$ cat config.mk
export PLATFORM = sky130hd
export DESIGN_NAME = pcs_rx_decoder_flat
export DESIGN_NICKNAME = d
export VERILOG_FILES = /design/src/rtl/pcs_rx_decoder_if.sv /design/src/rtl/pcs_rx_decoder.sv /design/src/flat_wrapper.sv
export SDC_FILE = /design/constraint.sdc
export NUM_CORES = 1
export LEC_CHECK = 0
export CAP_MARGIN = 20
export CORE_UTILIZATION = 45
export DETAILED_ROUTE_END_ITERATION = 10
export HOLD_SLACK_MARGIN = 0.06
export PLACE_DENSITY_LB_ADDON = 0.25
export SLEW_MARGIN = 10
export SYNTH_ARGS = -nofsm -noshare
export SYNTH_HDL_FRONTEND = slang
export SYNTH_SLANG_ARGS = --single-unit
$ cat constraint.sdc
create_clock -name clk -period 2.24 [get_ports clk]
set_clock_uncertainty 0.05 [all_clocks]
set_input_delay 0.336 -clock clk [delete_from_list [all_inputs] [get_ports clk]]
set_output_delay 0.336 -clock clk [all_outputs]
set_load 0.05 [all_outputs]
$ cat src/rtl/pcs_rx_decoder_if.sv
// Bus bundle for the 257b/4x66b receive decoder: scrambled block in,
// recovered frames, error flag and error count out.
interface pcs_rx_decoder_if #(
    parameter int TRANSCODER_WIDTH = 257,
    parameter int FRAME_WIDTH      = 66,
    parameter int COUNT_WIDTH      = 32
);
    logic                        i_valid;
    logic [TRANSCODER_WIDTH-1:0] i_data;
    logic                        i_clr_count;
    logic                        o_valid;
    logic [FRAME_WIDTH-1:0]      o_frame_0;
    logic [FRAME_WIDTH-1:0]      o_frame_1;
    logic [FRAME_WIDTH-1:0]      o_frame_2;
    logic [FRAME_WIDTH-1:0]      o_frame_3;
    logic                        o_block_err;
    logic [COUNT_WIDTH-1:0]      o_err_count;

    modport master (
        output i_valid, i_data, i_clr_count,
        input  o_valid, o_frame_0, o_frame_1, o_frame_2, o_frame_3,
               o_block_err, o_err_count
    );

    modport slave (
        input  i_valid, i_data, i_clr_count,
        output o_valid, o_frame_0, o_frame_1, o_frame_2, o_frame_3,
               o_block_err, o_err_count
    );
endinterface

$ cat src/rtl/pcs_rx_decoder.sv
// Receive path: self-synchronous x^58+x^39+1 descrambler followed by a
// 257b -> 4x 64b/66b transcode decoder with saturating block-error counter.
module pcs_rx_decoder #(
    parameter int TRANSCODER_WIDTH = 257,
    parameter int FRAME_WIDTH      = 66,
    parameter int COUNT_WIDTH      = 32
) (
    input logic                clk,
    input logic                i_rst_n,
    pcs_rx_decoder_if.slave    bus
);
    localparam int HIST_W = 58;
    localparam int EXT_W  = 512;
    localparam logic [FRAME_WIDTH-1:0] ERR_FRAME = {2'b10, {8{7'h1E}}, 8'h1E};

    function automatic logic [7:0] restore_type(input logic [3:0] nib);
        logic [7:0] t;
        case (nib)
            4'h1:    t = 8'hE1;
            4'h2:    t = 8'hD2;
            4'h3:    t = 8'h33;
            4'h4:    t = 8'hB4;
            4'h5:    t = 8'h55;
            4'h6:    t = 8'h66;
            4'h7:    t = 8'h87;
            4'h8:    t = 8'h78;
            4'h9:    t = 8'h99;
            4'hA:    t = 8'hAA;
            4'hB:    t = 8'h4B;
            4'hC:    t = 8'hCC;
            4'hD:    t = 8'h2D;
            4'hE:    t = 8'h1E;
            4'hF:    t = 8'hFF;
            default: t = 8'h00;
        endcase
        return t;
    endfunction

    logic [HIST_W-1:0]           hist_q, hist_d;
    logic                        primed_q, primed_d;
    logic                        vld_p1_q, vld_p1_d;
    logic [TRANSCODER_WIDTH-1:0] data_p1_q, data_p1_d;
    logic                        vld_p2_q, vld_p2_d;
    logic                        err_p2_q, err_p2_d;
    logic [FRAME_WIDTH-1:0]      frame_p2_q [4];
    logic [FRAME_WIDTH-1:0]      frame_p2_d [4];
    logic [COUNT_WIDTH-1:0]      cnt_q, cnt_d;

    logic [TRANSCODER_WIDTH+HIST_W-1:0] scr_ext;
    logic [TRANSCODER_WIDTH-1:0]        desc;
    logic [EXT_W-1:0]                   d_ext;
    logic [3:0]                         mask;
    logic [3:0]                         nib;
    logic [8:0]                         pos;
    logic                               seen_ctl;
    logic                               dec_err;
    logic [FRAME_WIDTH-1:0]             dec_frame [4];

    // Stage 1: descramble. scr_ext[57] is the most recent prior scrambled bit,
    // so bit i of the block sits at scr_ext[i+58] and its taps at i+19 and i.
    always_comb begin
        scr_ext   = {bus.i_data, hist_q};
        desc      = scr_ext[TRANSCODER_WIDTH+HIST_W-1:HIST_W]
                  ^ scr_ext[TRANSCODER_WIDTH+HIST_W-40:HIST_W-39]
                  ^ scr_ext[TRANSCODER_WIDTH-1:0];
        hist_d    = hist_q;
        primed_d  = primed_q;
        vld_p1_d  = 1'b0;
        data_p1_d = data_p1_q;
        if (bus.i_valid) begin
            hist_d    = bus.i_data[TRANSCODER_WIDTH-1 -: HIST_W];
            primed_d  = 1'b1;
            vld_p1_d  = primed_q;
            data_p1_d = desc;
        end
    end

    // Stage 2: unpack. Fields are consumed in frame order from a running
    // bit pointer; the first control frame donates its type byte to the nibble.
    always_comb begin
        d_ext    = {{(EXT_W-TRANSCODER_WIDTH){1'b0}}, data_p1_q};
        mask     = data_p1_q[4:1];
        nib      = data_p1_q[8:5];
        dec_err  = ~data_p1_q[0] & ((mask == 4'hF) | (nib == 4'h0));
        pos      = data_p1_q[0] ? 9'd1 : 9'd9;
        seen_ctl = 1'b0;
        for (int k = 0; k < 4; k++) begin
            if (data_p1_q[0] || mask[k]) begin
                dec_frame[k] = {2'b01, d_ext[pos +: 64]};
                pos          = pos + 9'd64;
            end else if (!seen_ctl) begin
                dec_frame[k] = {2'b10, d_ext[pos +: 56], restore_type(nib)};
                pos          = pos + 9'd56;
                seen_ctl     = 1'b1;
            end else begin
                dec_frame[k] = {2'b10, d_ext[pos +: 64]};
                pos          = pos + 9'd64;
            end
            if (dec_err) begin
                dec_frame[k] = ERR_FRAME;
            end
        end
    end

    always_comb begin
        vld_p2_d   = vld_p1_q;
        err_p2_d   = err_p2_q;
        frame_p2_d = frame_p2_q;
        if (vld_p1_q) begin
            err_p2_d   = dec_err;
            frame_p2_d = dec_frame;
        end
        cnt_d = cnt_q;
        if (bus.i_clr_count) begin
            cnt_d = '0;
        end else if (vld_p1_q && dec_err && (cnt_q != '1)) begin
            cnt_d = cnt_q + COUNT_WIDTH'(1);
        end
    end

    always_ff @(posedge clk or negedge i_rst_n) begin
        if (!i_rst_n) begin
            hist_q     <= '0;
            primed_q   <= 1'b0;
            vld_p1_q   <= 1'b0;
            data_p1_q  <= '0;
            vld_p2_q   <= 1'b0;
            err_p2_q   <= 1'b0;
            frame_p2_q <= '{default: '0};
            cnt_q      <= '0;
        end else begin
            hist_q     <= hist_d;
            primed_q   <= primed_d;
            vld_p1_q   <= vld_p1_d;
            data_p1_q  <= data_p1_d;
            vld_p2_q   <= vld_p2_d;
            err_p2_q   <= err_p2_d;
            frame_p2_q <= frame_p2_d;
            cnt_q      <= cnt_d;
        end
    end

    assign bus.o_valid     = vld_p2_q;
    assign bus.o_block_err = err_p2_q;
    assign bus.o_frame_0   = frame_p2_q[0];
    assign bus.o_frame_1   = frame_p2_q[1];
    assign bus.o_frame_2   = frame_p2_q[2];
    assign bus.o_frame_3   = frame_p2_q[3];
    assign bus.o_err_count = cnt_q;
endmodule

$ cat src/flat_wrapper.sv
// flat-port wrapper written by rule: the top's interface ports become plain ports
module pcs_rx_decoder_flat 
#(
    parameter int TRANSCODER_WIDTH = 257,
    parameter int FRAME_WIDTH      = 66,
    parameter int COUNT_WIDTH      = 32
)
  (clk, i_rst_n, bus_i_valid, bus_i_data, bus_i_clr_count, bus_o_valid, bus_o_frame_0, bus_o_frame_1, bus_o_frame_2, bus_o_frame_3, bus_o_block_err, bus_o_err_count);
  pcs_rx_decoder_if #(.TRANSCODER_WIDTH(TRANSCODER_WIDTH), .FRAME_WIDTH(FRAME_WIDTH), .COUNT_WIDTH(COUNT_WIDTH)) bus_i ();
  input logic clk;
  input logic i_rst_n;
  input wire logic [$bits(bus_i.i_valid)-1:0] bus_i_valid;
  input wire logic [$bits(bus_i.i_data)-1:0] bus_i_data;
  input wire logic [$bits(bus_i.i_clr_count)-1:0] bus_i_clr_count;
  output wire logic [$bits(bus_i.o_valid)-1:0] bus_o_valid;
  output wire logic [$bits(bus_i.o_frame_0)-1:0] bus_o_frame_0;
  output wire logic [$bits(bus_i.o_frame_1)-1:0] bus_o_frame_1;
  output wire logic [$bits(bus_i.o_frame_2)-1:0] bus_o_frame_2;
  output wire logic [$bits(bus_i.o_frame_3)-1:0] bus_o_frame_3;
  output wire logic [$bits(bus_i.o_block_err)-1:0] bus_o_block_err;
  output wire logic [$bits(bus_i.o_err_count)-1:0] bus_o_err_count;
  assign bus_i.i_valid = bus_i_valid;
  assign bus_i.i_data = bus_i_data;
  assign bus_i.i_clr_count = bus_i_clr_count;
  assign bus_o_valid = bus_i.o_valid;
  assign bus_o_frame_0 = bus_i.o_frame_0;
  assign bus_o_frame_1 = bus_i.o_frame_1;
  assign bus_o_frame_2 = bus_i.o_frame_2;
  assign bus_o_frame_3 = bus_i.o_frame_3;
  assign bus_o_block_err = bus_i.o_block_err;
  assign bus_o_err_count = bus_i.o_err_count;
  pcs_rx_decoder #(.TRANSCODER_WIDTH(TRANSCODER_WIDTH), .FRAME_WIDTH(FRAME_WIDTH), .COUNT_WIDTH(COUNT_WIDTH)) u_core (.clk(clk), .i_rst_n(i_rst_n), .bus(bus_i));
endmodule
==> Flow_metrics.wiki <==
{| class="wikitable"
! Metric !! Value
|-
| Register bit total from synthesis || between 600 and 700
|-
| GR Util All Layers || 0.367
|-
| Max-cap violations || 0
|-
| Number of hold violations in the final report || 0
|-
| Antenna violations before repair || 17
|-
| Number of flops mapped to enable cells by yosys || 0
|-
| Top-area cell type share of the netlist area || 0.505
|-
| Number of synthesis warnings || 0
|-
| Fraction of layout cells with a size suffix above 1 || 0.203
|-
| Met3 Use GR || 0.0664
|-
| Violation count after the first detailed-route iteration || 2413
|-
| Startpoint types || flop
|-
| Portion of the clock cycle consumed by the worst path in the final layout || 1.04
|-
| Synth area leaders || dfrtp_1, xnor2_1, mux2_2
|-
| Clock network latency to the later pin of the worst-skew pair || about 0.64 ns
|-
| Worst ir drop on vdd || about 0.75 mV
|-
| TritonCTS clock tree || done
|-
| Arrival time at the worst endpoint || between 2 and 3 ns
|-
| Area leader, netlist || dfrtp_1
|-
| Largest stage delay, worst path || roughly 0.48 ns
|-
| Result of the run || complete, but fails checks
|-
| Layout Utilization || 0.605
|-
| Number of cell rows || between 90 and 100
|-
| Pin count of the biggest net entering global routing || around 190
|-
| Post-synthesis instance area || ~30000 um2
|-
| Initial Utilization || 0.454
|-
| Avg Synthesized Cell Area || ~11 um2
|-
| Violated checks || negative setup slack
|-
| Count of cell types in the netlist || 56
|-
| Maximum buffer depth of the clock tree || 3
|-
| Detail-routed via count per cell || about 5.8
|-
| DRT antenna net count || 0
|-
| Setup_tns || -0.365 ns
|-
| Nets@finish || about 3600
|-
| Remaining global-route overflow || 0
|-
| # H-tree levels || 3
|-
| Most instantiated library cell after synthesis || dfrtp_1
|-
| Max_slew headroom || 0.279
|-
| P per Cell Area || ~1200 nW/um2
|-
| Number of primary I/O pins || 559
|-
| Type of the tightest min-delay check || input port to flop
|-
| Grt met2 use || 0.583
|-
| Detailed-router iteration count before antenna repair || 7
|-
| HPWL after detailed placement || 99000 um
|-
| First-pass GRT wire length || approximately 180000 um
|-
| Root Driver || clkbuf_16
|-
| Post-synthesis to final-layout area growth || 33.1%
|-
| Finish-stage setup viols || 11
|-
| Die width || 262 um
|-
| Number of global-route vias before repair || 24700
|-
| Req. time, crit path || between 2 and 3 ns
|-
| Max FO, Critical Path || 7
|-
| Final Instance Area || between 40000 and 50000 um2
|-
| Total Power || about 47 mW
|-
| Unrepaired setup endpoints after global routing || yes
|-
| Final Slew Violations || 0
|-
| Synthesized netlist cell count || approximately 2700
|-
| Avg WL per Cell || 29.8 um
|-
| Setup slack after placement || -0.155 ns
|-
| Placement-stage cell area || between 30000 and 40000 um2
|-
| Total CTS buffers || 72
|-
| Met1 routing resource usage after global routing || 0.502
|-
| Total wirelength of the detailed-routed design || about 130000 um
|-
| CTS clk-pin slew, worst paths || around 0.060 ns
|-
| Die area || between 60000 and 70000 um2
|-
| Global-route layer with the greatest usage || met2
|-
| Slowest cell on crit path || or4b_4
|-
| Leakage component of the power || ~17 nW
|-
| Count of input and output buffers || 558
|-
| Number of DRC violations after detailed routing || 0
|-
| Final critical-path setup slack || -0.0849 ns
|-
| Die Span Y || approximately 260 um
|-
| Global placement routability congestion || ~1
|-
| Final critical path time including I/O delays and setup || roughly 2.3 ns
|-
| Largest delay share family, worst path || simple AND/OR/NAND/NOR gates
|-
| CP endpoint kind || flop
|-
| Clock sink total || between 600 and 700
|-
| Worst Setup Path Type || flop to flop
|-
| Core region area || approximately 67000 um2
|-
| Upper clock frequency limit || roughly 430 MHz
|-
| Part of the Yosys area used for sequential elements || 0.505
|-
| Actual transition at the worst max-transition pin || approximately 1.1 ns
|-
| Net count after synthesis || 2985
|-
| Total number of vias || between 20000 and 25000
|-
| Fraction of registers with async set or reset after synthesis || 1.00
|-
| Most instantiated cells after synthesis || dfrtp_1, xnor2_1, mux2_2
|-
| Crit path buffers/inverters || 2
|-
| Critical Path, Cell by Cell || clkinv_2 -> ha_4 -> or4b_4 -> o22ai_4 -> buf_6 -> o31ai_4 -> or4_1 -> a21oi_2
|-
| Top_reg_cell synth || dfrtp_1
|}
==> layout make-up <==
class                      count  area (um2)
antenna                        4        10.0
clock buffer                 110        2100
clock inverter                18         243
fill                        5539       26500
inverter                       8        35.0
multi-input combinational   1928       14600
sequential                   615       15400
tap                          873        1090
timing repair buffer         706        7020
==> power by group <==
part,internal [mW],total [mW],leakage [nW],switching (mW)
Clock,6.80,11.8,1.15,5.04
Combinational,6.58,18.2,8.49,11.6
Sequential,13.8,16.7,7.19,2.84
Total,27.2,46.7,16.8,19.5
==> routing by layer <==
layer	up-vias	routed length [um]	share of wire
met5	-	115	0.00091
met4	18	4840	0.038
met3	237	9930	0.078
met2	1182	59200	0.47
met1	12800	52700	0.42
li1	10600	-	-
==> logic make-up (layout without fill, tap and decap cells) <==
logic type | count (synthesis) | in the layout | synth area share
buffers and inverters | 181 | 842 | 0.0234
AO/OA/AOI/OAI | 357 | 358 | 0.0847
flip-flops | 615 | 615 | 0.505
other | 0 | 4 | 0
AND/OR/NAND/NOR | 642 | 643 | 0.0894
adder cells (fa/ha/maj) | 2 | 2 | 0.000821
multiplexers | 402 | 402 | 0.146
XOR/XNOR | 523 | 523 | 0.150
==> registers in the layout, indices dropped and copies added, names as in the netlist <==
name,flops
u_core.bus.o_block_err,1
u_core.bus.o_err_count,32
u_core.bus.o_frame_0,66
u_core.bus.o_frame_1,66
u_core.bus.o_frame_2,66
u_core.bus.o_frame_3,66
u_core.bus.o_valid,1
u_core.data_p1_q,257
u_core.hist_q,58
u_core.primed_q,1
u_core.vld_p1_q,1
==> path summary, 6_finish.rpt <==
path / start / endpoint / slack (ns) / cells after the start
max: u_core.data_p1_q[5]$_DFFE_PN0P_ / u_core.bus.o_err_count[7]$_DFFE_PN0P_ / -0.08 / 8
min: bus_i_valid / u_core.data_p1_q[208]$_DFFE_PN0P_ / 0.16 / 2
max reg2reg: u_core.data_p1_q[5]$_DFFE_PN0P_ / u_core.bus.o_err_count[7]$_DFFE_PN0P_ / -0.08 / 8
min reg2reg: u_core.primed_q$_DFFE_PN0P_ / u_core.primed_q$_DFFE_PN0P_ / 0.41 / 1
max in group asynchronous: i_rst_n / u_core.data_p1_q[12]$_DFFE_PN0P_ / 1.11 / 4
min in group asynchronous: i_rst_n / u_core.bus.o_err_count[10]$_DFFE_PN0P_ / 0.17 / 2
==> metrics by stage <==
| stage | std cells | hold slack [ns] |
|---|---|---|
| CTS | 4254 | 0.144 |
| floorplan | 2722 | -0.00959 |
| finish | 4262 | 0.162 |
| global placement | 4121 | 0.220 |
| global route | 4258 | 0.153 |
| detailed placement | 4121 | 0.217 |
==> placed cells by master (no fill, tap or decap), types with 48 or more instances in the layout <==
| cell | netlist | routed |
|---|---|---|
| xnor2_1 | 517 | 517 |
| buf_4 | 1 | 125 |
| dfrtp_1 | 615 | 589 |
| nor3_1 | 55 | 54 |
| a41oi_1 | 96 | 96 |
| dlygate4sd2_1 | 0 | 102 |
| clkdlybuf4s50_1 | 0 | 417 |
| nor2_1 | 207 | 207 |
| nand2_1 | 303 | 301 |
| a21oi_1 | 90 | 81 |
| mux2_2 | 337 | 337 |
| mux2i_1 | 62 | 62 |
| clkbuf_16 | 0 | 72 |
| a21o_1 | 48 | 48 |
==> what timing repair did <==
item | in CTS | in global routing
endpoints found under the setup margin | 122 | 73
endpoints found under the hold margin | 402 | 0
resized for setup | 114 | 52
cloned | 2 | 0
hold buffers | 1 | 0
pin swaps | 5 | 11
buffers inserted | 2 | 4
No activity file was read; power rests on OpenSTA's default activity.
